File: config.mk
export PLATFORM = sky130hd
export DESIGN_NAME = cart_read_prefetch
export DESIGN_NICKNAME = d
export VERILOG_FILES = /design/src/rtl/cart_pkg.sv /design/src/rtl/cart_word_fifo.sv /design/src/rtl/cart_read_prefetch.sv
export SDC_FILE = /design/constraint.sdc
export NUM_CORES = 1
export LEC_CHECK = 0
export BUFFER_PORTS_ARGS = -buffer_cell sky130_fd_sc_hd__buf_4
export CAP_MARGIN = 20
export CORE_MARGIN = 5
export CORE_UTILIZATION = 30
export CTS_CLUSTER_DIAMETER = 100
export DETAILED_ROUTE_END_ITERATION = 8
export PLACE_DENSITY_LB_ADDON = 0.08
export SYNTH_ARGS = -nofsm -noshare
export SYNTH_HDL_FRONTEND = slang
export SYNTH_SLANG_ARGS = --single-unit
File: constraint.sdc
create_clock -name clk -period 3.1 [get_ports clk]
set_clock_uncertainty 0.05 [all_clocks]
set_input_delay 0.62 -clock clk [delete_from_list [all_inputs] [get_ports clk]]
set_output_delay 0.62 -clock clk [all_outputs]
set_load 0.02 [all_outputs]
File: src/rtl/cart_pkg.sv
// Shared types and constants for the cartridge read path.
package cart_pkg;

  localparam int CART_WORD_W         = 16;
  localparam int CART_BYTES_PER_WORD = 2;

  typedef enum logic [1:0] {
    IDLE    = 2'd0,
    FETCH   = 2'd1,
    RESTART = 2'd2
  } prefetch_state_t;

endpackage

File: src/rtl/cart_word_fifo.sv
// DEPTH x 16-bit synchronous FIFO with flush and a registered head word.
// The head register is refreshed on the edge that moves the read pointer.
module cart_word_fifo
  import cart_pkg::*;
#(
  parameter int DEPTH = 4
) (
  input  logic                         clk,
  input  logic                         reset,
  input  logic                         flush,
  input  logic                         push,
  input  logic [CART_WORD_W-1:0]       push_data,
  input  logic                         pop,
  output logic [$clog2(DEPTH+1)-1:0]   count,
  output logic [CART_WORD_W-1:0]       head
);

  localparam int PTR_W = $clog2(DEPTH);
  localparam int CNT_W = $clog2(DEPTH+1);

  logic [CART_WORD_W-1:0] mem [DEPTH];
  logic [PTR_W-1:0]       rd_ptr, wr_ptr, rd_ptr_n;
  logic [CNT_W-1:0]       count_n;
  logic                   do_push, do_pop, bypass;

  // A pop on an empty FIFO is only honoured when a word is pushed in the same cycle.
  always_comb begin
    do_push  = push && !flush;
    do_pop   = pop && !flush && ((count != '0) || do_push);
    rd_ptr_n = rd_ptr + PTR_W'(do_pop);
    count_n  = count + CNT_W'(do_push) - CNT_W'(do_pop);
    bypass   = do_push && (count == CNT_W'(do_pop));
  end

  always_ff @(posedge clk) begin
    if (do_push) mem[wr_ptr] <= push_data;
  end

  always_ff @(posedge clk or posedge reset) begin
    if (reset) begin
      rd_ptr <= '0;
      wr_ptr <= '0;
      count  <= '0;
      head   <= '0;
    end else if (flush) begin
      rd_ptr <= '0;
      wr_ptr <= '0;
      count  <= '0;
    end else begin
      if (do_push) wr_ptr <= wr_ptr + PTR_W'(1);
      rd_ptr <= rd_ptr_n;
      count  <= count_n;
      // Head holds its last value while the FIFO is empty.
      if (count_n != '0) head <= bypass ? push_data : mem[rd_ptr_n];
    end
  end

endmodule

File: src/rtl/cart_read_prefetch.sv
// Cartridge ROM read prefetcher: refills a small word FIFO ahead of N64 read strobes.
// Optional CART_PREFETCH_STATS_EN adds a saturating underrun_count output.
module cart_read_prefetch
  import cart_pkg::*;
#(
  parameter int ADDR_W = 32,
  parameter int DEPTH  = 4
) (
  input  logic                   clk,
  input  logic                   reset,
  input  logic                   start,
  input  logic [ADDR_W-1:0]      start_addr,
  input  logic                   pop,
  output logic [CART_WORD_W-1:0] rd_data,
  output logic                   rd_valid,
  output logic                   underrun,
  output logic                   mem_req,
  output logic [ADDR_W-1:0]      mem_addr,
  input  logic                   mem_ack,
  input  logic [CART_WORD_W-1:0] mem_rdata
`ifdef CART_PREFETCH_STATS_EN
  ,
  output logic [15:0]            underrun_count
`endif
);

  localparam int CNT_W = $clog2(DEPTH+1);

  // Memory handshake: mem_req/mem_addr stay stable from raise until the mem_ack cycle;
  // one request outstanding at most, and mem_ack without mem_req is ignored.
  prefetch_state_t   state, state_n;
  logic [ADDR_W-1:0] fetch_addr, fetch_addr_n, pend_addr, pend_addr_n, start_even;
  logic [CNT_W-1:0]  count, count_post;
  logic              ack, push, flush, pop_eff, mem_req_n, underrun_n;

  always_comb begin
    start_even   = start_addr & ~ADDR_W'(1);
    ack          = mem_req && mem_ack;
    state_n      = state;
    fetch_addr_n = fetch_addr;
    pend_addr_n  = pend_addr;
    flush        = start;
    push         = 1'b0;
    mem_req_n    = 1'b0;
    case (state)
      IDLE: begin
        if (start) begin
          fetch_addr_n = start_even;
          state_n      = FETCH;
          mem_req_n    = 1'b1;
        end
      end
      FETCH: begin
        if (start) begin
          mem_req_n = 1'b1;
          // An ack in the same cycle as start belongs to the old burst.
          if (mem_req && !ack) begin
            pend_addr_n = start_even;
            state_n     = RESTART;
          end else begin
            fetch_addr_n = start_even;
          end
        end else begin
          push = ack;
          if (ack) fetch_addr_n = fetch_addr + ADDR_W'(CART_BYTES_PER_WORD);
        end
      end
      RESTART: begin
        mem_req_n = 1'b1;
        if (start) pend_addr_n = start_even;
        if (ack) begin
          fetch_addr_n = start ? start_even : pend_addr;
          state_n      = FETCH;
        end
      end
      default: state_n = IDLE;
    endcase
    pop_eff    = pop && !flush && ((count != '0) || push);
    count_post = count + CNT_W'(push) - CNT_W'(pop_eff);
    if (state == FETCH && !start)
      mem_req_n = (mem_req && !ack) || (count_post < CNT_W'(DEPTH));
    underrun_n = pop && !start && (count == '0) && !push;
  end

  always_ff @(posedge clk or posedge reset) begin
    if (reset) begin
      state      <= IDLE;
      fetch_addr <= '0;
      pend_addr  <= '0;
      mem_req    <= 1'b0;
      underrun   <= 1'b0;
    end else begin
      state      <= state_n;
      fetch_addr <= fetch_addr_n;
      pend_addr  <= pend_addr_n;
      mem_req    <= mem_req_n;
      underrun   <= underrun_n;
    end
  end

  assign mem_addr = fetch_addr;
  assign rd_valid = (count != '0);

  cart_word_fifo #(.DEPTH(DEPTH)) u_fifo (
    .clk       (clk),
    .reset     (reset),
    .flush     (flush),
    .push      (push),
    .push_data (mem_rdata),
    .pop       (pop_eff),
    .count     (count),
    .head      (rd_data)
  );

`ifdef CART_PREFETCH_STATS_EN
  always_ff @(posedge clk or posedge reset) begin
    if (reset) underrun_count <= '0;
    else if (underrun_n && underrun_count != 16'hFFFF) underrun_count <= underrun_count + 16'd1;
  end
`endif

endmodule

* Word-level counts from Yosys, hierarchy flattened
Memory sizes are Yosys's and may differ from the RTL's. Index checks and enable logic that the tools add are counted.
Word-level totals: output and inout bits 51, flip-flop bits (word level) 91, memories kept 1, RAM bits 64
Memory list:
- u_fifo.mem | words 4, bits a word 16, rd ports 1, clocked after memory_dff 0, wr ports 1, line cart_word_fifo.sv:21 | logic [CART_WORD_W-1:0] mem [DEPTH];
Cells by class: $lt $le $gt $ge 1, bitwise gates (word level) 1, reductions and logical operators 29, add/sub/neg operators 7, muxes and demuxes 27, equality and inequality tests 9
Operators by type and width (count):
- $mux W32 | 8
- $pmux W32 S3 | 1
- $pmux W32 S2 | 1
- $add A32 B2 Y32 const B | 1
- $mux W16 | 1
- $mux W2 | 7
- $logic_and A1 B1 Y1 | 11
- $reduce_bool A3 Y1 | 3
- $add A3 B1 Y3 | 2
- $mux W1 | 6
- $ne A2 B2 Y1 const B | 3
- $ne A3 B3 Y1 const B | 2
- $pmux W2 S3 | 1
- $sub A3 B1 Y3 | 2
- $reduce_and A5 Y1 | 1
- $reduce_and A4 Y1 | 1
- $reduce_bool A2 Y1 | 2
- $eq A3 B1 Y1 | 1
- $logic_not A1 Y1 | 3
- $logic_not A3 Y1 | 1
- $logic_or A1 B1 Y1 | 3
- $lt A3 B3 Y1 const B | 1
- $mux W3 | 1
- $reduce_and A3 Y1 | 1
- other kinds (10) | 10

* Logic depth before layout (Yosys ltp)
Gate-level depths: netlist (run 1).
depth after elaboration 10, depth in mapped cells 16

* Cells and area by module
From an unflattened synthesis (run 1), not the netlist that was laid out.
Unflattened totals: cells, all modules 776, area, all modules 8619.5 sq um
By module, submodules not included:
- cart_read_prefetch | instances 1, cells an instance 476, area each 4455.5 sq um
- cart_word_fifo | instances 1, cells an instance 300, area each 4164.0 sq um

* Worst setup path after synthesis (run 1)
OpenSTA, ideal clock, no wires.
path kind input to register, from input port start, to register u_fifo.head[0], arrival time 2971 ps, buffers on the path 2, cell stages on the path 14, setup slack -47 ps, required time 2925 ps, path through buf_2 > nand4b_4 > inv_2 > o21a_4 > and2_1 > a21o_1 > ha_1 > inv_1 > fa_1 > xnor3_2 > a31o_4 > buf_2 > a21oi_1 > o21ai_2
On the way: cells in the longest elaborated chain, start to end 9
RTL lines:
- start: declaration | line cart_read_prefetch.sv:11 | input logic start,
- parallel branches: the longest is 9 deep, another holds $add A3 B1 Y3
- end signal: assignment | line cart_word_fifo.sv:54 | if (count_n != '0) head <= bypass ? push_data : mem[rd_ptr_n];
- end: declaration | line cart_word_fifo.sv:15 | output logic [CART_WORD_W-1:0] head
Parallel ways; which one is timed is not known. A chain may end at the register's enable or synchronous reset.

* Final worst setup path (run 1)
from register u_fifo.count[2], to register u_fifo.head[13]
On the way: cells in the longest elaborated chain, start to end 8
RTL lines:
- start: declaration | line cart_word_fifo.sv:14 | output logic [$clog2(DEPTH+1)-1:0] count,
- start signal: assignment | line cart_word_fifo.sv:52 | count <= count_n;
- $reduce_bool A3 Y1 | line cart_word_fifo.sv:29, cart_read_prefetch.sv:78
- $logic_or A1 B1 Y1 | line cart_read_prefetch.sv:78 | pop_eff = pop && !flush && ((count != '0) || push);
- $logic_and A1 B1 Y1 | line cart_read_prefetch.sv:78
- $logic_and A1 B1 Y1 (2 in a row) | line cart_word_fifo.sv:29 | do_pop = pop && !flush && ((count != '0) || do_push);
- $add A2 B1 Y2, or another cell as far along | line cart_word_fifo.sv:30 | rd_ptr_n = rd_ptr + PTR_W'(do_pop);
- $mem_v2 Z4 W16, or another cell as far along
- $mux W16 or $reduce_and A2 Y1 (tied branches)
Parallel ways exist; a longest one is shown, timed or not.

==> results of run 1 <==
## flip-flops by register name (all words and copies together) (netlist names)
| name | count |
|---|---|
| mem_addr | 32 |
| mem_req | 1 |
| pend_addr | 32 |
| state | 2 |
| u_fifo.count | 3 |
| u_fifo.head | 16 |
| u_fifo.mem | 64 |
| u_fifo.rd_ptr | 2 |
| u_fifo.wr_ptr | 2 |
| underrun | 1 |
## worst max-delay path, stage by stage (launching register included)
cell	delay [ns]
dfrtp_1	0.38
or3_4	0.43
o21a_4	0.21
and2_4	0.15
a21o_1	0.15
ha_2	0.17
inv_2	0.05
fa_2	0.50
buf_6	0.16
a31oi_4	0.28
clkbuf_16	0.23
nor2_1	0.06
o21ai_2	0.12
## cell usage after synthesis (4+ instances only)
master	instances
mux2i_1	27
o211ai_1	27
nand2_1	38
a22o_1	9
nor2b_1	21
mux2_2	49
o21ai_2	13
edfxtp_1	64
dfrtp_1	91
and3_1	4
a21o_1	4
buf_2	22
o21ai_0	64
o2bb2ai_1	13
nand4_1	10
nand2b_1	5
and4_1	7
nand3b_1	4
nor2_1	57
ha_1	12
xnor2_1	8
o21ai_1	4
a222oi_1	4
nor4_1	6
buf_4	7
a211oi_1	19
nand3_1	17
clkbuf_1	16
a22oi_1	5
nor3_1	7
o31ai_1	5
and2_1	11
a21oi_1	44
a221oi_1	9
inv_1	17
## cell type report
type	instances	area, sq um	share of cell area
sequential	155	4200	0.404
tap	378	473	0.0455
inverter	18	72.6	0.00698
timing repair buffer	146	1170	0.112
multi-input combinational	540	3890	0.374
clock inverter	15	170	0.0164
clock buffer	17	425	0.0409
## path summary, 6_finish.rpt
kind / to / slack, ns / cells after the start
max reg2reg: u_fifo.head[13] / 0.10 / 12
max in group asynchronous: u_fifo.wr_ptr[1] / 2.03 / 3
min: u_fifo.head[3] / 0.21 / 2
min in group clk: u_fifo.mem[3][3] / 0.36 / 1
min reg2reg: pend_addr[24] / 0.46 / 1
max: u_fifo.head[13] / 0.10 / 12
## report_power, final
group	internal, mW	switching, mW
clock network	1.09	1.01
registers	2.74	0.541
logic	2.11	2.92
## placed cells by master (no fill, tap or decap), types with 13 or more instances in the layout
master / Yosys / routed
buf_4: 7 / 140
dfrtp_1: 91 / 90
edfxtp_1: 64 / 64
o21ai_0: 64 / 63
nor2_1: 57 / 57
mux2_2: 49 / 49
a21oi_1: 44 / 42
nand2_1: 38 / 38
mux2i_1: 27 / 27
o211ai_1: 27 / 27
nor2b_1: 21 / 20
a211oi_1: 19 / 19
clkbuf_16: 0 / 18
nand3_1: 17 / 17
inv_1: 17 / 14
o21ai_2: 13 / 13
o2bb2ai_1: 13 / 13
## repair_timing
| item | in CTS | in global routing |
|---|---|---|
| endpoints found under the setup margin | 0 | 16 |
| setup buffers | 0 | 2 |
| hold buffers | 0 | 0 |
| resized for setup | 0 | 11 |
## kinds of logic after synthesis
logic type | after synthesis
compound gates | 241
flops | 155
fa+ha+maj | 13
simple gates | 195
mux | 76
xor+xnor | 13
buf+inv | 70
## per-layer routing
layer | vias up | track usage
met4 | 0 | 0.0461
met2 | 167 | 0.287
met5 | - | 0
li1 | 3126 | -
met3 | 31 | 0.0295
met1 | 3343 | 0.197
## per-stage QoR
step	instance area, sq um	setup WS (ns)	hold slack, ns	util	TNS, ns
after floorplan	8380	0.00317	0.403	-	0
after global placement	9710	0.00794	0.421	0.350	0
after detailed placement	9710	-0.0425	0.436	0.350	-0.0704
after CTS	10300	0.0454	0.252	0.372	0
after global routing	10400	-0.00214	0.254	0.375	-0.00214
final	10400	0.104	0.206	0.375	0
==> results.md, run 1 <==
- EDFF count, synth: 64
- Rel. slew slack: 0.348
- Synth area leaders: dfrtp_1, edfxtp_1, mux2_2, o21ai_0, mux2i_1
- Post-Synth Adder-Cell Area: 0.0203
- WS Path Type: reg -> reg
- Clk buf depth: 2
- Top Metal Used: met4
- Largest net degree at the start of global routing: between 40 and 50
- Post-synth top area cell: dfrtp_1
- Synth unique cells: 67
- Reg2Reg Launch Point: u_fifo.count[2]
- Met3 routed WL: approximately 1100 um
- Wirelength per Cell: between 20 and 25 um
- FF+latch count, synth: 155
- Share of layout cells above drive strength 1: 0.302
- I/O Pins: 104
- Die X: 177 um
- Crit-path max FO: 8
- Overall power: approximately 10 mW
- Num CTS Buffers: 17
- Synth Area in Simple Gates: 0.122
- Die height: between 150 and 200 um
- Achievable Freq: 334 MHz
- Clock Sinks: 155
- HPWL Detailed: 16100 um
- Max Cap Violations: 0
- Core Rows: 61
- GR Util All Layers: 0.160
- Crit. End Element: register
- CTS tree: built
- Overall die area: 31400 sq um
- Post-synthesis compound-gate area fraction: 0.200
- Status: finished, final reports clean
- # fillers: roughly 2700
- Routed WL: approximately 26000 um
- Synth Net Count: roughly 830
- Worst-case vdd ir drop: about 410 uV
- Via count: 6667
- Vias per cell: roughly 5.3
- CORE AREA: 27700 sq um
- FFs w/ async S/R, synth: 0.587
- Post-route DRC: 0
- Fin cells: ~1300
- WL met2: ~13000 um
- Arrival @ worst endpoint: between 3 and 4 ns
- Nets: approximately 940
- Root Driver: clkbuf_16
- Synth Flop Type: dfrtp_1
- Mux contribution to synthesized area: 0.0982
- Min cycle time layout: between 2 and 3 ns
- HP Class: in -> async
- Buffers on Ports: between 100 and 150
- Post-synthesis sequential area ratio: 0.501
- Worst-path clk slew: about 0.08 ns
- Cells after synthesis: 763
- Vias in the first global route: 6944
- ANT nets after route: 0
- GR Overflow Total: 0
- DR iter-0 viols: 380
- Final hold violation count: 0
- CP Launch Point: u_fifo.count[2]
- Layout area overhead: 24.2%
- Met1 wire length: about 11000 um
- Synth Area per Inst: about 11 sq um
- Leak: between 4 and 5 nW
- Synth warnings: 0
- Synthesized area: around 8400 sq um
- Initial Util: 0.302
- Routability cong.: ~0.76
- Pwr dens: around 1000 nW/um^2
- Setup-failing EPs final: 0
- First-pass GRT wire length: around 39000 um
- Antenna diodes: 0
- Tcrit/Tclk final: 0.967
- Slew Limit Fails: 0
- Worst-Margin Slew: slightly below 1 ns
- H-tree depth: 4
- Crit start category: register
- Top cell type's share of synthesized area: 0.272
- Clk_lat worst skew: 0.42 ns
- Synth Area in XOR/XNOR: 0.0176
- Largest family of logic cells by synthesized area: compound AO/OA/AOI/OAI gates
- Initial antenna violation count: 0
- Drt first pass iters: 5
- Worst EP required: between 3 and 4 ns
- Placed cells: about 1200
No activity file was read; power rests on OpenSTA's default activity.
==> inputs of run 2 (changes only) <==
--- a/config.mk
+++ b/config.mk
@@ -12,6 +12,7 @@
 export CTS_CLUSTER_DIAMETER = 100
 export DETAILED_ROUTE_END_ITERATION = 8
 export PLACE_DENSITY_LB_ADDON = 0.08
+export RECOVER_POWER = 100
 export SYNTH_ARGS = -nofsm -noshare
 export SYNTH_HDL_FRONTEND = slang
 export SYNTH_SLANG_ARGS = --single-unit
==> constraint.sdc (replaced) <==
create_clock -name clk -period 2.6 [get_ports clk]
set_clock_uncertainty 0.05 [all_clocks]
set_input_delay 0.52 -clock clk [delete_from_list [all_inputs] [get_ports clk]]
set_output_delay 0.52 -clock clk [all_outputs]
set_load 0.02 [all_outputs]
==> results.md, run 2 (synthesis gave the netlist of run 1 again) <==
- CTS tree: built
- Most common cell after layout, fill and taps aside: dfrtp_1
- CP Launch Point: u_fifo.count[1]
- Wirelength per Cell: 20.3 um (+0.45%)
- Leak: 3.84 nW (-4.0%)
- Biggest register: u_fifo.mem
- GR Util All Layers: 0.166 (+0.00603)
- Drt first pass iters: 5 (unchanged)
- Worst-case vdd ir drop: 467 uV (+15%)
- GR Overflow Total: 0 (unchanged)
- Initial Util: 0.302 (unchanged)
- Share of layout cells above drive strength 1: 0.277 (-0.0248)
- Pwr dens: 1200 nW/um^2 (+20%)
- Die height: 177 um (unchanged)
- Placed cells: 1249 (+1.4%)
- Buffers on Ports: 102 (unchanged)
- Via count: 6775 (+1.6%)
- Tcrit/Tclk final: 1.10 (+0.133)
- WS Path Type: reg -> reg
- Setup TNS: -3.67 ns (-3.67 ns)
- Crit start category: register
- Max FFs per register: 64 (unchanged)
- Reg2Reg Launch Point: u_fifo.count[1]
- Fin cells: 1291 (+1.7%)
- HP Class: in -> reg
- Grt met2 use: 0.260 (-0.0273)
- Die X: 177 um (unchanged)
- Crit-path max FO: 8 (unchanged)
- RSZ-0062 raised after global routing: true
- Final Worst Setup Slack: -0.259 ns (-0.363 ns)
- Max Cap Violations: 0 (unchanged)
- Final hold violation count: 0 (unchanged)
- Failing checks: setup timing
- Hold wc startpoint: mem_rdata[9]
- Min cycle time layout: 2.86 ns (-0.137 ns)
- Area of the multi-input gates: 4050 sq um (+4.0%)
- Fin util: 0.376 (+0.000948)
- I/O Pins: 104 (unchanged)
- Rel. slew slack: 0.0264 (-0.322)
- Overall die area: 31400 sq um (unchanged)
- Achievable Freq: 350 MHz (+4.8%)
- Vias in the first global route: 7023 (+1.1%)
- Antenna diodes: 0 (unchanged)
- Crit. End Element: register
- ANT nets after route: 0 (unchanged)
- Most frequent cells in the layout: dfrtp_1, buf_4, clkbuf_1, o21ai_0, edfxtp_1
- Core Rows: 61 (unchanged)
- HPWL Detailed: 16300 um (+1.1%)
- Layout area overhead: 24.5%
- Reg area: 4200 sq um (unchanged)
- Met3 Resource Use GR: 0.0333 (+0.00385)
- Worst EP required: 2.90 ns (-0.50 ns)
- Worst-path clk slew: 0.07 ns (about the same)
- Setup-failing EPs final: 16 (+16)
- Worst-Margin Slew: 1.46 ns (+0.484 ns)
- First-pass GRT wire length: 40600 um (+3.9%)
- CORE AREA: 27700 sq um (unchanged)
- Initial antenna violation count: 1 (+1)
- Met1 usage: 0.237 (+0.0406)
- H-tree depth: 4 (unchanged)
- Hold buffer count at CTS: 0 (unchanged)
- Busiest grt layer: met2
- Clock Sinks: 155 (unchanged)
- DR iter-0 viols: 405 (+6.6%)
- Arrival @ worst endpoint: 3.16 ns (-0.14 ns)
- Nets: 966 (+2.3%)
- Routability cong.: 0.790 (+4.3%)
- Status: finished, violations left
- Num CTS Buffers: 17 (unchanged)
- Routed WL: 26200 um (+2.2%)
- Clk_lat worst skew: 0.42 ns (about the same)
- # fillers: 2747 (+0.48%)
- Slew Limit Fails: 0 (unchanged)
- Root Driver: clkbuf_16
- Largest net degree at the start of global routing: 92 (+120%)
- Clk buf depth: 2 (unchanged)
- Post-route DRC: 0 (unchanged)
- Vias per cell: 5.25 (-0.11%)
run 2: cell types whose count changed in the layout (fill, tap and decap cells not counted), moves of 4 or more:
cell	change
clkbuf_4	+4
inv_6	+4
nor2_1	-15
clkbuf_2	+7
a21oi_1	-17
nor2_4	+4
clkbuf_1	+71
a21oi_2	+17
buf_4	-60
nor2_2	+11
run 2: cell type report:
class	count	area share
well taps	378	0.0454
clock inverters	12	0.0120
flip-flops and latches	155	0.403
multi-input cells	541	0.388
inverters	18	0.00684
repair buffers	167	0.101
clock buffers	20	0.0439
run 2: critical path, cell delays in order, from the launching register on:
cell	delay, ns
dfrtp_1	0.38
or3_4	0.39
o21a_4	0.22
and2_4	0.13
a21o_1	0.15
ha_2	0.16
inv_2	0.05
fa_2	0.17
xnor3_2	0.30
buf_4	0.18
a31o_4	0.30
a21oi_1	0.13
o211ai_1	0.09
o21ai_1	0.08
run 2: per-layer routing:
layer  vias up  wire [um]
met1      3414      12800
met2       174      12000
met4         2        261
met5         -         13
li1       3169          -
met3        16       1100
run 2: power breakdown:
| part | leakage (nW) | total [mW] | internal, mW | switching [mW] |
|---|---|---|---|---|
| combinational | 1.87 | 6.10 | 2.45 | 3.65 |
| clock | 0.288 | 2.49 | 1.34 | 1.15 |
| sequential | 1.68 | 3.95 | 3.26 | 0.683 |
run 2: path summary, 6_finish.rpt:
kind                                     to  slack (ns)  cells after the start
max in group asynchronous  u_fifo.rd_ptr[1]        0.91                      3
min in group asynchronous    u_fifo.head[0]        0.59                      3
max                         u_fifo.head[14]       -0.26                     13
min                        u_fifo.mem[3][9]        0.27                      1
max reg2reg                 u_fifo.head[14]       -0.26                     13
min reg2reg                    pend_addr[0]        0.45                      1
run 2: stage by stage:
stage / total power, mW / setup WS [ns] / hold WS (ns) / cell area [sq um]
CTS: 12.9 / -0.258 / 0.220 / 10600
global placement: 9.87 / -0.346 / 0.437 / 9910
finish: 12.5 / -0.259 / 0.272 / 10400
global route: 13.4 / -0.362 / 0.260 / 10400
detailed placement: 9.97 / -0.382 / 0.433 / 9910
floorplan: 7.71 / -0.310 / 0.403 / 8450
run 2: timing repair:
item | 4_1_cts | 5_1_grt
gates resized for setup | 22 | 16
setup endpoints to repair | 16 | 16
gates cloned | 3 | 1
pin swaps | 16 | 14
setup buffers | 3 | 4
==> inputs of run 3 (changes only) <==
--- a/config.mk
+++ b/config.mk
@@ -7,12 +7,14 @@
 export LEC_CHECK = 0
 export BUFFER_PORTS_ARGS = -buffer_cell sky130_fd_sc_hd__buf_4
 export CAP_MARGIN = 20
+export CORE_ASPECT_RATIO = 0.6
 export CORE_MARGIN = 5
 export CORE_UTILIZATION = 30
 export CTS_CLUSTER_DIAMETER = 100
 export DETAILED_ROUTE_END_ITERATION = 8
 export PLACE_DENSITY_LB_ADDON = 0.08
 export RECOVER_POWER = 100
+export SLEW_MARGIN = 20
 export SYNTH_ARGS = -nofsm -noshare
 export SYNTH_HDL_FRONTEND = slang
 export SYNTH_SLANG_ARGS = --single-unit
==> results.md, run 3 (synthesis gave the netlist of run 1 again) <==
- Largest net degree at the start of global routing: 41 (-55%)
- Worst Hold Margin: 0.267 ns (-0.00580 ns)
- I/O Pins: 104 (unchanged)
- Hold buffer count at CTS: 0 (unchanged)
- R2R setup slack: -0.30 ns (-0.04 ns)
- Max Cap Violations: 0 (unchanged)
- Overall power: 12.8 mW (+2.0%)
- Max incr delay on CP: 0.46 ns (+0.07 ns)
- Clk_lat worst skew: 0.45 ns (+0.03 ns)
- HP Class: in -> reg
- Nets: 972 (+0.62%)
- Slew Limit Fails: 0 (unchanged)
- DR iter-0 viols: 595 (+47%)
- Core Rows: 47 (-23%)
- Post-route DRC: 0 (unchanged)
- Routability cong.: 0.808 (+2.3%)
- Share of layout cells above drive strength 1: 0.275 (-0.00181)
- GR Util All Layers: 0.178 (+0.0118)
- R2R Path End: u_fifo.head[1]
- Arrival @ worst endpoint: 3.22 ns (+0.06 ns)
- GR Overflow Total: 0 (unchanged)
- Clock Sinks: 155 (unchanged)
- Num CTS Buffers: 17 (unchanged)
- Crit-path max FO: 15 (+7)
- Clk buf depth: 2 (unchanged)
- Final hold violation count: 0 (unchanged)
- Vias per cell: 5.34 (+1.7%)
- Crit path buf inv count: 2 (unchanged)
- Setup-failing EPs final: 16 (unchanged)
- Leak: 3.85 nW (+0.16%)
- Placed cells: 1242 (-0.56%)
- Worst-Margin Slew: 1.41 ns (-0.0483 ns)
- Pwr dens: 1220 nW/um^2 (+1.8%)
- Final Worst Setup Slack: -0.302 ns (-0.0426 ns)
- # fillers: 2797 (+1.8%)
- WS Path Type: reg -> reg
- H-tree depth: 4 (unchanged)
- Vias in the first global route: 7039 (+0.23%)
- Status: finished, violations left
- Worst-path clk slew: 0.07 ns (about the same)
- Slowest stage cell on the critical path: fa_2
- ANT nets after route: 0 (unchanged)
- CORE AREA: 27500 sq um (-0.66%)
- Routed WL: 27500 um (+5.0%)
- Achievable Freq: 345 MHz (-1.5%)
- Drt first pass iters: 5 (unchanged)
- Failing checks: setup timing
- Via count: 6861 (+1.3%)
- Fin util: 0.380 (+0.00324)
- Met3 routed WL: 1450 um (+32%)
- Crit. End Element: register
- Crit start category: register
- CTS tree: built
- Worst slack, placed: -0.438 ns (-0.0557 ns)
- Worst EP required: 2.92 ns (+0.02 ns)
- Crit-path leading delay family: compound AO/OA/AOI/OAI gates
- First-pass GRT wire length: 42900 um (+5.5%)
- Max FFs per register: 64 (unchanged)
- Antenna diodes: 0 (unchanged)
- Root Driver: clkbuf_16
- Die height: 139 um (-21%)
- Die X: 226 um (+27%)
- WL met2: 11600 um (-2.7%)
- Buffers on Ports: 102 (unchanged)
- HPWL Detailed: 18100 um (+11%)
- Top Metal Used: met4
- Worst R2R Path Depth: 12 (-1)
- Most common cell after layout, fill and taps aside: dfrtp_1
- Layout area overhead: 24.7%
- Fin cells: 1286 (-0.39%)
- CP Cell Sequence: or3_4, o21a_4, and2_4, a21o_1, ha_2, inv_2, fa_2, buf_6, a31o_4, a21oi_2, o211ai_1, o21ai_2
- Worst hold stages: 2 (+1)
- Worst-case vdd ir drop: 534 uV (+14%)
- Hold wc startpoint: start_addr[2]
- Initial antenna violation count: 0 (-1)
- RSZ-0062 raised after global routing: true
- Reg2Reg Launch Point: u_fifo.count[0]
- Tcrit/Tclk final: 1.12 (+0.0164)
- Initial Util: 0.304 (+0.00202)
- Met1 wire length: 14100 um (+10%)
- Biggest register: u_fifo.mem
- Rel. slew slack: 0.0534 (+0.0270)
- Min cycle time layout: 2.90 ns (+0.0426 ns)
- Hold EP: pend_addr[2]
- Overall die area: 31500 sq um (+0.35%)
- Most frequent cells in the layout: dfrtp_1, clkbuf_1, buf_4, edfxtp_1, o21ai_0
- Wirelength per Cell: 21.4 um (+5.5%)
[run 3: changes by cell type in the layout (fill, tap and decap cells not counted), moves of 2 or more]
cell and change:
a21oi_1 -2, buf_4 -6, buf_6 +3, bufinv_16 +3, clkbuf_1 +4, clkbuf_16 -2, clkbuf_2 +5, clkinvlp_4 +4
inv_6 -2, inv_8 -5, o21ai_1 +2
[run 3: final cells by class]
cell class                      count  area, sq um  share of cell area
Clock buffer                       19          433              0.0414
Clock inverter                     13          168              0.0161
Inverter                           18         71.3             0.00683
Multi-Input combinational cell    540         4030               0.386
Sequential cell                   155         4200               0.402
Tap cell                          367          459              0.0440
Timing Repair Buffer              174         1080               0.104
[run 3: report_power, final]
| part | switching, mW | internal [mW] | total (mW) |
|---|---|---|---|
| Clock | 1.10 | 1.52 | 2.61 |
| Combinational | 3.78 | 2.47 | 6.24 |
| Sequential | 0.674 | 3.27 | 3.94 |
[run 3: worst reg2reg max path, stage by stage, from the launching register on]
cell and delay [ns]:
dfrtp_1 0.38, or3_4 0.40, o21a_4 0.21, and2_4 0.13
a21o_1 0.15, ha_2 0.17, inv_2 0.06, fa_2 0.46
buf_6 0.16, a31o_4 0.35, a21oi_2 0.14, o211ai_1 0.10
o21ai_2 0.07
[run 3: per-layer routing]
layer | vias to the layer above | global-route usage
li1 | 3179 | -
met1 | 3476 | 0.279
met2 | 184 | 0.245
met3 | 22 | 0.0431
met4 | 0 | 0.0391
met5 | - | 0
[run 3: repair_timing]
action                                  in CTS  in global routing
resized for setup                           31                 12
pin swaps                                   17                  6
setup buffers                                8                  3
gates cloned                                 3                  0
endpoints found under the setup margin      16                 16
[run 3: through the flow]
step,instance area (sq um),setup TNS [ns]
2_1_floorplan,8450,-4.81
3_5_place_dp,9940,-6.35
5_1_grt,10400,-6.10
6_report,10400,-4.37
3_3_place_gp,9940,-5.42
4_1_cts,10800,-4.57
[run 3: how the worst max path moves through the flow]
stage / start / endpoint / cells past startpoint
finish: u_fifo.count[0] / u_fifo.head[1] / 12
global route: u_fifo.count[0] / u_fifo.head[2] / 12
CTS: u_fifo.count[1] / u_fifo.head[2] / 12
detailed placement: start / u_fifo.head[2] / 14
global placement: start / u_fifo.head[3] / 14
floorplan: start / u_fifo.head[10] / 15
